**config.mk**
```make
export PLATFORM = sky130hd
export DESIGN_NAME = keypad_entry_reg
export DESIGN_NICKNAME = d
export VERILOG_FILES = /design/src/rtl/keypad_pkg.sv /design/src/rtl/keypad_scanner.sv /design/src/rtl/keypad_entry_reg.sv
export SDC_FILE = /design/constraint.sdc
export NUM_CORES = 1
export LEC_CHECK = 0
export ABC_CLOCK_PERIOD_IN_PS = 3000
export CORE_MARGIN = 1
export CORE_UTILIZATION = 55
export CTS_CLUSTER_SIZE = 14
export DETAILED_ROUTE_END_ITERATION = 7
export PLACE_DENSITY_LB_ADDON = 0.15
export SYNTH_ARGS = -nofsm -noshare
export SYNTH_HDL_FRONTEND = slang
export SYNTH_SLANG_ARGS = --single-unit
```
**constraint.sdc**
```tcl
create_clock -name clk -period 3 [get_ports clk]
set_clock_uncertainty 0.1 [all_clocks]
set_input_delay 0.6 -clock clk [delete_from_list [all_inputs] [get_ports clk]]
set_output_delay 0.6 -clock clk [all_outputs]
set_load 0.02 [all_outputs]
```
**src/rtl/keypad_pkg.sv**
```systemverilog
// Shared types and constants for the keypad entry front end.
package keypad_pkg;

    localparam int KEY_W = 4;

    localparam int DEF_ENTER_CODE = 14;
    localparam int DEF_CLEAR_CODE = 15;
    localparam int DEF_BKSP_CODE  = 13;

    typedef enum logic [1:0] {
        ST_SCAN,
        ST_DEBOUNCE,
        ST_ACCEPT,
        ST_RELEASE
    } scan_state_t;

endpackage

```
**src/rtl/keypad_scanner.sv**
```systemverilog
// Matrix scanner: row synchroniser, scan prescaler, debounce FSM.
// Emits a one-cycle accept pulse with the code of the debounced key.
module keypad_scanner
    import keypad_pkg::*;
#(
    parameter int ROWS     = 4,
    parameter int COLS     = 4,
    parameter int SCAN_DIV = 1000,
    parameter int DEBOUNCE = 4
) (
    input  logic             clk,
    input  logic             rst,
    input  logic             enable,
    input  logic [ROWS-1:0]  key_row,
    output logic [COLS-1:0]  key_col,
    output logic             accept,
    output logic [KEY_W-1:0] key_code
);

    localparam int RW = (ROWS > 1) ? $clog2(ROWS) : 1;
    localparam int CW = (COLS > 1) ? $clog2(COLS) : 1;
    localparam int PW = $clog2(SCAN_DIV);
    localparam int DW = $clog2(DEBOUNCE + 1);

    scan_state_t   state;
    logic [ROWS-1:0] row_meta;
    logic [ROWS-1:0] row_sync;
    logic [PW-1:0] presc;
    logic [CW-1:0] col_idx;
    logic [RW-1:0] row_lat;
    logic [DW-1:0] stab_cnt;
    logic [DW-1:0] rel_cnt;
    logic          tick;
    logic          row_any;
    logic [RW-1:0] row_low;

    function automatic logic [RW-1:0] lowest_row(input logic [ROWS-1:0] rows);
        lowest_row = '0;
        for (int r = ROWS - 1; r >= 0; r--) begin
            if (rows[r]) lowest_row = RW'(r);
        end
    endfunction

    function automatic logic [CW-1:0] next_col(input logic [CW-1:0] c);
        next_col = (c == CW'(COLS - 1)) ? '0 : c + CW'(1);
    endfunction

    function automatic logic [COLS-1:0] col_onehot(input logic [CW-1:0] c);
        col_onehot = COLS'(1) << c;
    endfunction

    assign tick     = enable && (presc == PW'(SCAN_DIV - 1));
    assign row_any  = |row_sync;
    assign row_low  = lowest_row(row_sync);
    assign accept   = enable && (state == ST_ACCEPT);
    assign key_code = KEY_W'(int'(row_lat) * COLS + int'(col_idx));

    always_ff @(posedge clk or posedge rst) begin
        if (rst) begin
            row_meta <= '0;
            row_sync <= '0;
        end else begin
            row_meta <= key_row;
            row_sync <= row_meta;
        end
    end

    always_ff @(posedge clk or posedge rst) begin
        if (rst) begin
            presc <= '0;
        end else if (!enable || tick) begin
            presc <= '0;
        end else begin
            presc <= presc + PW'(1);
        end
    end

    // key_col is written together with col_idx so the drive moves on the tick edge itself
    always_ff @(posedge clk or posedge rst) begin
        if (rst) begin
            state    <= ST_SCAN;
            col_idx  <= '0;
            row_lat  <= '0;
            stab_cnt <= '0;
            rel_cnt  <= '0;
            key_col  <= '0;
        end else if (!enable) begin
            state    <= ST_SCAN;
            col_idx  <= '0;
            stab_cnt <= '0;
            rel_cnt  <= '0;
            key_col  <= '0;
        end else begin
            key_col <= col_onehot(col_idx);
            case (state)
                ST_SCAN: begin
                    if (tick) begin
                        if (row_any) begin
                            row_lat  <= row_low;
                            stab_cnt <= DW'(1);
                            state    <= (DEBOUNCE <= 1) ? ST_ACCEPT : ST_DEBOUNCE;
                        end else begin
                            col_idx <= next_col(col_idx);
                            key_col <= col_onehot(next_col(col_idx));
                        end
                    end
                end
                ST_DEBOUNCE: begin
                    if (tick) begin
                        if (row_any && (row_low == row_lat)) begin
                            stab_cnt <= stab_cnt + DW'(1);
                            if (stab_cnt + DW'(1) == DW'(DEBOUNCE)) state <= ST_ACCEPT;
                        end else begin
                            stab_cnt <= '0;
                            state    <= ST_SCAN;
                        end
                    end
                end
                ST_ACCEPT: begin
                    rel_cnt <= '0;
                    state   <= ST_RELEASE;
                end
                ST_RELEASE: begin
                    if (tick) begin
                        if (!row_any) begin
                            if (rel_cnt + DW'(1) == DW'(DEBOUNCE)) begin
                                rel_cnt  <= '0;
                                stab_cnt <= '0;
                                col_idx  <= next_col(col_idx);
                                key_col  <= col_onehot(next_col(col_idx));
                                state    <= ST_SCAN;
                            end else begin
                                rel_cnt <= rel_cnt + DW'(1);
                            end
                        end else begin
                            rel_cnt <= '0;
                        end
                    end
                end
                default: state <= ST_SCAN;
            endcase
        end
    end

endmodule

```
**src/rtl/keypad_entry_reg.sv**
```systemverilog
// Keypad front end top: digit buffer, special-key decode and entry capture
// on top of the debounced matrix scanner.
module keypad_entry_reg
    import keypad_pkg::*;
#(
    parameter int ROWS       = 4,
    parameter int COLS       = 4,
    parameter int NUM_DIGITS = 4,
    parameter int SCAN_DIV   = 1000,
    parameter int DEBOUNCE   = 4,
    parameter int ENTER_CODE = DEF_ENTER_CODE,
    parameter int CLEAR_CODE = DEF_CLEAR_CODE,
    parameter int BKSP_CODE  = DEF_BKSP_CODE
) (
    input  logic                             clk,
    input  logic                             rst,
    input  logic                             enable,
    input  logic [ROWS-1:0]                  key_row,
    output logic [COLS-1:0]                  key_col,
    output logic [KEY_W*NUM_DIGITS-1:0]      data_out,
    output logic [$clog2(NUM_DIGITS+1)-1:0]  digit_count,
    output logic                             key_strobe,
    output logic [KEY_W-1:0]                 key_code,
    output logic                             overflow,
    output logic                             entry_valid,
    output logic [KEY_W*NUM_DIGITS-1:0]      entry_data
);

    localparam int DW    = KEY_W * NUM_DIGITS;
    localparam int CNT_W = $clog2(NUM_DIGITS + 1);

    logic             accept;
    logic [KEY_W-1:0] scan_code;
    logic             is_enter;
    logic             is_clear;
    logic             is_bksp;
    logic             has_digits;
    logic             buf_full;

    keypad_scanner #(
        .ROWS     (ROWS),
        .COLS     (COLS),
        .SCAN_DIV (SCAN_DIV),
        .DEBOUNCE (DEBOUNCE)
    ) u_scanner (
        .clk      (clk),
        .rst      (rst),
        .enable   (enable),
        .key_row  (key_row),
        .key_col  (key_col),
        .accept   (accept),
        .key_code (scan_code)
    );

    assign is_enter   = (scan_code == KEY_W'(ENTER_CODE));
    assign is_clear   = (scan_code == KEY_W'(CLEAR_CODE));
    assign is_bksp    = (scan_code == KEY_W'(BKSP_CODE));
    assign has_digits = (digit_count != '0);
    assign buf_full   = (digit_count >= CNT_W'(NUM_DIGITS));

    // Everything below changes only on an accept, so a disabled scanner leaves the entry frozen
    always_ff @(posedge clk or posedge rst) begin
        if (rst) begin
            data_out    <= '0;
            digit_count <= '0;
            key_strobe  <= 1'b0;
            key_code    <= '0;
            overflow    <= 1'b0;
            entry_valid <= 1'b0;
            entry_data  <= '0;
        end else begin
            key_strobe  <= 1'b0;
            overflow    <= 1'b0;
            entry_valid <= 1'b0;
            if (accept) begin
                key_strobe <= 1'b1;
                key_code   <= scan_code;
                if (is_enter) begin
                    if (has_digits) begin
                        entry_data  <= data_out;
                        entry_valid <= 1'b1;
                        data_out    <= '0;
                        digit_count <= '0;
                    end
                end else if (is_clear) begin
                    data_out    <= '0;
                    digit_count <= '0;
                end else if (is_bksp) begin
                    if (has_digits) begin
                        data_out    <= data_out >> KEY_W;
                        digit_count <= digit_count - CNT_W'(1);
                    end
                end else if (!buf_full) begin
                    data_out    <= (data_out << KEY_W) | DW'(scan_code);
                    digit_count <= digit_count + CNT_W'(1);
                end else begin
                    overflow <= 1'b1;
                end
            end
        end
    end

endmodule

```
* After elaboration in Yosys (flattened, before gate mapping)
Cells that the tools add are included.
** Storage, ports and cells
- Bits of input ports :: 7
- Logic and storage cells :: 132
- Output and inout bits :: 46
- Flip-flop bits (word level) :: 76
** Cells by class
- Multiplexer cells :: 65
- Bitwise gates (word level) :: 1
- Add/subtract/negate cells :: 7
- Shifts and indexed selects :: 2
- $lt $le $gt $ge :: 1
- Reductions and logical operators :: 15
- Equal/unequal tests :: 25
** Operators by type and width (count)
- 16-bit 2-to-1 mux :: 6
- 3-bit 2-to-1 mux :: 18
- 2-bit 2-to-1 mux :: 20
- 4-bit 2-to-1 mux :: 6
- 3-bit by 2-bit inequality test with 1-bit output (second input constant) :: 6
- 16-bit by 4-bit bitwise OR with 16-bit output :: 1
- 7-bit AND reduction :: 2
- 4-bit == test (second input constant) :: 3
- 10-bit by 1-bit adder with 10-bit output (second input constant) :: 1
- 10-bit == test (second input constant) :: 1
- 10-bit 2-to-1 mux :: 1
- 3-bit by 1-bit adder with 3-bit output (second input constant) :: 3
- 1-bit 2-to-1 mux :: 9
- 3-bit case mux with 3 select lines :: 1
- 4-bit inequality test (second input constant) :: 2
- 2-bit case mux with 4 select lines :: 1
- 4-bit case mux with 2 select lines :: 1
- 4-bit AND reduction :: 2
- 1-bit by 2-bit left shift with 4-bit output (first input constant) :: 2
- 2-bit == test (second input constant) :: 3
- 3-bit == test (second input constant) :: 2
- 3-bit by 1-bit inequality test with 1-bit output (second input constant) :: 2
- 3-bit inequality test (second input constant) :: 2
- 3-bit case mux with 2 select lines :: 1
- other kinds (18) :: 20

* Longest topological paths before layout
Gate-level depths: netlist of run 1.
- Depth after elaboration :: 10
- Gate-level depth with buffers :: 11

* By module
From an unflattened synthesis of run 1, not the netlist that was laid out.
** Unflattened totals
- Cell total of the unflattened synthesis :: 333
- Area, all modules :: 3807.4 sq um
** Modules (own cells, without submodules)
- keypad_scanner :: instances 1, cells each 195, seq. area each 850.8 sq um, area each 1950.6 sq um
- keypad_entry_reg :: instances 1, cells each 138, seq. area each 1051.0 sq um, area each 1856.8 sq um

* Worst setup path before layout of run 1
No wires, ideal clock.
- Path type :: reg2reg
- From :: register u_scanner.col_idx[1]
- To :: register digit_count[1]
- Stages on the path, launching flop included :: 10
- Data arrival time :: 2.001 ns
- Path buffers :: 2
- Setup time :: 0.136 ns
- Setup slack :: 0.762 ns
- Cell sequence :: dfrtp_1 inv_1 ha_1 clkbuf_1 nand3_1 inv_1 buf_2 fa_1 nand2_1 o21ai_0
** Between the ends
- Word-level cells in the longest chain between the ends :: 5
** Ends and longest elaborated chain
- start, declared :: RTL line keypad_scanner.sv:29 : logic [CW-1:0] col_idx;
- start signal, assigned :: RTL line keypad_scanner.sv:103 : col_idx <= next_col(col_idx);
- start signal, assigned :: RTL line keypad_scanner.sv:129 : col_idx <= next_col(col_idx);
- 4-bit by 2-bit adder with 4-bit output * :: RTL line keypad_scanner.sv:56 : assign key_code = KEY_W'(int'(row_lat) * COLS + int'(col_idx));
- 4-bit == test :: RTL line keypad_entry_reg.sv:57 : assign is_bksp = (scan_code == KEY_W'(BKSP_CODE));
- 3-bit 2-to-1 mux :: RTL line keypad_entry_reg.sv:88 : end else if (is_bksp) begin
- 3-bit 2-to-1 mux :: RTL line keypad_entry_reg.sv:85 : end else if (is_clear) begin
- 3-bit 2-to-1 mux :: RTL line keypad_entry_reg.sv:78 : if (is_enter) begin
- end signal, assigned :: RTL line keypad_entry_reg.sv:91 : digit_count <= digit_count - CNT_W'(1);
- end signal, assigned :: RTL line keypad_entry_reg.sv:95 : digit_count <= digit_count + CNT_W'(1);
- end, declared :: RTL line keypad_entry_reg.sv:21 : output logic [$clog2(NUM_DIGITS+1)-1:0] digit_count,
Every way passes the cells marked *; elsewhere a longest branch is shown, timed or not.
A chain may end at the register's enable or synchronous reset.

* Worst setup path after layout of run 1
- From :: register u_scanner.state[0]
- To :: register u_scanner.stab_cnt[2]
** Between the ends
- Word-level cells in the longest chain between the ends :: 3
** Ends and longest elaborated chain
- start, declared :: RTL line keypad_scanner.sv:25 : scan_state_t state;
- start signal, assigned :: RTL line keypad_scanner.sv:101 : state <= (DEBOUNCE <= 1) ? ST_ACCEPT : ST_DEBOUNCE;
- 2-bit by 1-bit == test with 1-bit output (tied with other cells) :: RTL line keypad_scanner.sv:95 : case (state)
- 4-bit by 1-bit inequality test with 1-bit output (no line) (tied with other cells)
- 7-bit AND reduction (no line) or 3-bit 2-to-1 mux (tied branches)
- end signal, assigned :: RTL line keypad_scanner.sv:111 : stab_cnt <= stab_cnt + DW'(1);
- end, declared :: RTL line keypad_scanner.sv:31 : logic [DW-1:0] stab_cnt;
Several ways; a longest one is shown, not always the timed one.

==> flow_summary.toml, run 1 <==
[setup_path]
critPathMaxStageDelay_ns = 0.41
critPathMaxFanout = 8
startpoint_type = "register"
cp_num_buf_inv = 1
setup.worst_path.class = "register to register"
slowest_stage = "dfrtp_1"
crit_family = "compound AO/OA/AOI/OAI gates"
path_cells = "inv_1, ha_1, o21a_1, nor4_1, a211oi_2, a211o_1, a32o_1"
worstPathRequired_ns = 3.12
end_kind = "register"
critical_path_arrival_ns = 2.42

[sta]
rsz0062_at_grt = "false"
fin_crit_sh_pct = 76.5
fmax_ghz = 0.436
tns_ns = 0
relSlewSlack_pct = 59.1
fin_ws_ns = 0.704
worst_pin_slew_ns = 0.608
setup_viol = 0
finalCriticalPeriod_ns = 2.30
hold_viol = 0
drv_slew = 0

[die]
rows = 29
core_area_um2 = 6530
die_y_um = 85.3
initial_utilization_pct = 58.4
fp.dieW_um = 85.3
die-area_um2 = 7270
io_pins = 53

[logic_synthesis]
synth_adder_area_share_pct = 5.12
syn_nets = 377
synth_top_area_share_pct = 49.9
yosys.area_share.xor_xnor_pct = 2.76
ys.flop_type = "dfrtp_1"
synth_compound_area_share_pct = 11.9
postSynthCellCount = 355
synth_area_um2 = 3810
muxShareOfSynthArea_pct = 10.2
async_reset_ff_share_pct = 100
ys_seq_area_share_pct = 49.9
synth_seq_cells = 76
synth_top_family_by_area = "simple AND/OR/NAND/NOR gates"
yosys_warnings = 0
syn_area_per_cell_um2 = 10.7
synth_edf_count = 0
synthDistinctLibCells = 56
synth_top_cell_by_area = "dfrtp_1"
yosys.area_share.simple_pct = 16.6
synth.area.top_cells = "dfrtp_1 50%, mux2_2 7.1%, ha_1 4.6%, nand2_1 4.0%, mux2i_1 3.1%"

[cts]
cts_setup_buffers = 0
clockRootBuffer = "clkbuf_8"
cts_made_buffers = 9
cts.clk_slew.worst_paths_ns = 0.07
cts-htree-levels = 3
cts_tree = "yes"
ctsHoldBuffers = 0
cts_resized = 0
cts_num_sinks = 76
insertion_delay_ns = 0.34
clockBufferDepth = 2

[power_and_ir_drop]
p_sw_share_pct = 25.5
comb_power_share_pct = 14.6
power_mw = 2.30
powerDensity_nw_per_um2 = 491
peakVddDrop_uv = 293
pwr-share-seq_pct = 47.4
clkPwrFrac_pct = 38.0
leakagePower_nw = 2.14
power.switching_mw = 0.586
intPower_mw = 1.71

[cells_and_area]
n_antenna_cell = 0
mostFrequentLayoutCell = "dfrtp_1"
final-instance-count-excl-fill = 493
final_cell_mix = "76 x dfrtp_1, 52 x clkdlybuf4s50_1, 41 x nand2_1"
area_delta_synth_final_pct = 22.8
nets = 434
drive_above_1_share_pct = 15.4

[global_route]
first_global_vias = 2719
overflow = 0
grt_pass1_wl_um = 13100
antenna_found_initial = 0
grt_usage_pct = 22.9
grt_max_degree = 77

[route]
routed_via_density = 5.76
vias = 2842
ant_nets = 0
first_pass_iters = 5
wire_per_inst_um = 15.4
drcViolationCount = 0
drtIter0Drc = 92
drt_wl_total_um = 7610

[placed_design]
place_ws_ns = 0.412
dp_hpwl_um = 5190
routabilityCongestion = 0.838
dp.cells = 478
port_buffers = 52

[worst_hold_path]
hold_path.class = "register to register"

[status]
outcome = "complete, no violations"

[flow_run]
max_cap_violations = 0
[cell type report]
| type | instances | area (um^2) |
|---|---|---|
| Clock buffer | 11 | 151 |
| Sequential cell | 76 | 1900 |
| Fill cell | 467 | 1850 |
| Tap cell | 77 | 96.3 |
| Multi-Input combinational cell | 247 | 1790 |
| Clock inverter | 4 | 72.6 |
| Inverter | 16 | 60.1 |
| Timing Repair Buffer | 62 | 608 |
[per-layer routing]
layer / wire length [um] / part of all wire [%] / global-route usage, % / vias to the layer above
met4: 46 / 0.60 / 8.64 / 0
met1: 3680 / 48 / 33.4 / 1393
met5: 0 / 0 / 0 / -
li1: - / - / - / 1362
met3: 296 / 3.9 / 4.86 / 6
met2: 3580 / 47 / 34.0 / 81
[worst paths after layout]
path,startpoint,end,slack (ns),depth (start not counted)
min,u_scanner.row_meta[1],u_scanner.row_sync[1],0.25,0
max in group asynchronous,rst,u_scanner.state[1],1.92,3
min in group asynchronous,rst,entry_data[13],0.57,3
min reg2reg,u_scanner.row_meta[1],u_scanner.row_sync[1],0.25,0
max,u_scanner.state[0],u_scanner.stab_cnt[2],0.70,7
max reg2reg,u_scanner.state[0],u_scanner.stab_cnt[2],0.70,7
[worst reg2reg max path, delay by kind of cell, from the launching register on]
kind | cells | cell delay [ns]
buffers and inverters | 1 | 0.11
flip-flops | 1 | 0.41
AO/OA/AOI/OAI | 4 | 0.88
adder cells (fa/ha/maj) | 1 | 0.33
AND/OR/NAND/NOR | 1 | 0.35
[through the flow]
step,util (%),hold WS [ns],area [um^2]
finish,71.7,0.250,4680
global route,71.7,0.258,4680
CTS,71.7,0.253,4680
detailed placement,68.3,0.236,4460
global placement,68.3,0.234,4460
floorplan,-,0.231,3810
[flip-flops by register name (all words and copies together) (netlist names)]
signal / cells
key_strobe: 1
u_scanner.row_meta: 4
key_code: 4
u_scanner.col_idx: 2
u_scanner.row_lat: 2
u_scanner.presc: 10
entry_valid: 1
u_scanner.row_sync: 4
digit_count: 3
u_scanner.state: 2
u_scanner.key_col: 4
u_scanner.stab_cnt: 3
entry_data: 16
data_out: 16
overflow: 1
u_scanner.rel_cnt: 3
[cell usage after synthesis (7+ instances only)]
master / number
a21oi_1: 18
buf_2: 7
clkbuf_1: 8
dfrtp_1: 76
ha_1: 14
inv_1: 16
mux2_2: 24
mux2i_1: 12
nand2_1: 41
nand3_1: 11
nor2_1: 23
o21ai_0: 14
o31ai_1: 12
[power groups by stage]
| stage | combinational [mW] | sequential (mW) | clock (mW) |
|---|---|---|---|
| after CTS | 0.333 | 1.09 | 0.890 |
| final | 0.335 | 1.09 | 0.873 |
| after detailed placement | 0.327 | 1.11 | 0 |
| after global placement | 0.319 | 1.11 | 0 |
| after floorplan | 0.220 | 1.12 | 0 |
| after global routing | 0.367 | 1.09 | 0.942 |
[kinds of logic (layout without fill, tap and decap cells)]
| logic type | after synthesis | in the layout |
|---|---|---|
| AOI/OAI and AO/OA | 70 | 70 |
| xor gates and xnor gates | 12 | 12 |
| adders and majority gates | 15 | 15 |
| buffers and inverters | 32 | 93 |
| DFF | 76 | 76 |
| muxes | 36 | 36 |
| and+or+nand+nor | 114 | 114 |
Note: power is estimated with default switching activity, not from simulation.
==> run 2, diff against run 1 <==
ABC_CLOCK_PERIOD_IN_PS = 2000   (was 3000)
CORE_UTILIZATION = 49   (was 55)
clock period = 2 ns   (was 3 ns; I/O delays follow)
==> flow_summary.toml, run 2 (synthesis results as in run 1) <==
[status]
outcome = "complete, but fails checks"
violations = "setup timing"

[sta]
rsz0062_at_grt = "true"
finalCriticalPeriod_ns = 2.02
worst_pin_slew_ns = 0.471
drv_slew = 0
relSlewSlack_pct = 68.3
fmax_ghz = 0.496
tns_ns = -0.0356
setup_viol = 3
fin_crit_sh_pct = 101
fin_ws_ns = -0.0181
hold_viol = 0

[die]
initial_utilization_pct = 51.8
rows = 31
die_y_um = 90.2
fp.dieW_um = 90.2
die-area_um2 = 8140
io_pins = 53
core_area_um2 = 7370

[cells_and_area]
utilization_pct = 70.1
area_delta_synth_final_pct = 35.4
fin_area_um2 = 5170
n_antenna_cell = 0
multi_input_area_um2 = 1910
final_cell_mix = "75 x dfrtp_1, 52 x clkdlybuf4s50_1, 45 x buf_4"
fill_cells = 543
mostFrequentLayoutCell = "dfrtp_1"
reg_top3 = "data_out: 16 flops, entry_data: 16 flops, u_scanner.presc: 10 flops"
regArea_um2 = 1900
drive_above_1_share_pct = 27.0
nets = 473

[route]
routed_via_density = 5.38
drtIter0Drc = 165
vias = 2985
ant_nets = 0
first_pass_iters = 4
wire_per_inst_um = 14.9
drt_wl_total_um = 8250
drcViolationCount = 0

[setup_path]
path_cells = "or4_4, nor4_4, buf_4, a21oi_1, o21ai_2, a21oi_2"
critPathMaxStageDelay_ns = 0.56
critPathMaxFanout = 5
setup.worst_path.class = "register to register"
critical_path_arrival_ns = 2.14
slowest_stage = "or4_4"
worstPathRequired_ns = 2.12
startpoint_type = "register"
crit_family = "simple AND/OR/NAND/NOR gates"
end_kind = "register"
cp_num_buf_inv = 1

[power_and_ir_drop]
leakagePower_nw = 2.36
power_mw = 3.59
powerDensity_nw_per_um2 = 694
peakVddDrop_uv = 574

[cts]
insertion_delay_ns = 0.34
cts_made_buffers = 9
clockBufferDepth = 2
cts.clk_slew.worst_paths_ns = 0.08
cts-htree-levels = 3
cts_tree = "yes"
cts_num_sinks = 76
clockRootBuffer = "clkbuf_8"
ctsHoldBuffers = 0

[placed_design]
routabilityCongestion = 0.849
placed_cell_area_um2 = 4790
port_buffers = 52
dp_hpwl_um = 5760

[global_route]
antenna_found_initial = 0
overflow = 0
grt_usage_pct = 20.9
first_global_vias = 2842
grt_pass1_wl_um = 13600
grt_max_degree = 42

[worst_hold_path]
hold_path.class = "register to register"

[flow_run]
max_cap_violations = 0
-- run 2: cell types whose count changed in the layout (fill, tap and decap cells not counted), sizes merged --
cell      previous run  this run
clkbuf              11         9
clkinv               1         2
inv                 16        17
buf                 10        49
clkinvlp             1         2
-- run 2: cell type report --
class	instances	share of cell area, %
Multi-Input combinational cell	247	37.1
Clock buffer	9	2.40
Clock inverter	7	1.91
Tap cell	99	2.40
Sequential cell	76	36.8
Inverter	16	1.24
Timing Repair Buffer	101	18.2
-- run 2: layer usage --
| metal | track usage (%) | wire length [um] | up-vias |
|---|---|---|---|
| li1 | - | - | 1441 |
| met1 | 30.5 | 3970 | 1463 |
| met2 | 30.9 | 3890 | 65 |
| met3 | 3.30 | 230 | 16 |
| met4 | 9.01 | 159 | 0 |
| met5 | 0 | 0 | - |
-- run 2: metrics by stage --
stage | instances | setup slack (ns) | hold slack (ns)
floorplan | 355 | -0.0110 | 0.231
global placement | 531 | -0.139 | 0.231
detailed placement | 531 | -0.199 | 0.236
CTS | 550 | 0.000369 | 0.253
global route | 555 | -0.0955 | 0.267
finish | 555 | -0.0181 | 0.250
-- run 2: worst register-to-register path, cell delays in order, from the launching register on --
cell,delay (ns)
dfrtp_2,0.44
or4_4,0.56
nor4_4,0.34
buf_4,0.17
a21oi_1,0.08
o21ai_2,0.16
a21oi_2,0.06
-- run 2: worst paths after layout --
check / from / end / slack (ns) / cells past startpoint
min: u_scanner.row_meta[3] / u_scanner.row_sync[3] / 0.25 / 0
min in group asynchronous: rst / u_scanner.key_col[3] / 0.30 / 2
max reg2reg: u_scanner.row_sync[3] / u_scanner.key_col[3] / -0.02 / 6
max in group asynchronous: rst / u_scanner.row_sync[3] / 0.95 / 3
min reg2reg: u_scanner.row_meta[3] / u_scanner.row_sync[3] / 0.25 / 0
max: u_scanner.row_sync[3] / u_scanner.key_col[3] / -0.02 / 6
-- run 2: what timing repair did --
action	CTS	global route
resized for setup	2	18
endpoints found under the setup margin	9	27
pin swaps	1	8
setup buffers	3	5
-- run 2: where the power goes --
| part | switching, mW | internal, mW | total, mW |
|---|---|---|---|
| Sequential | 0.0385 | 1.59 | 1.63 |
| Clock | 0.597 | 0.711 | 1.31 |
| Combinational | 0.337 | 0.310 | 0.647 |
| Total | 0.973 | 2.61 | 3.59 |
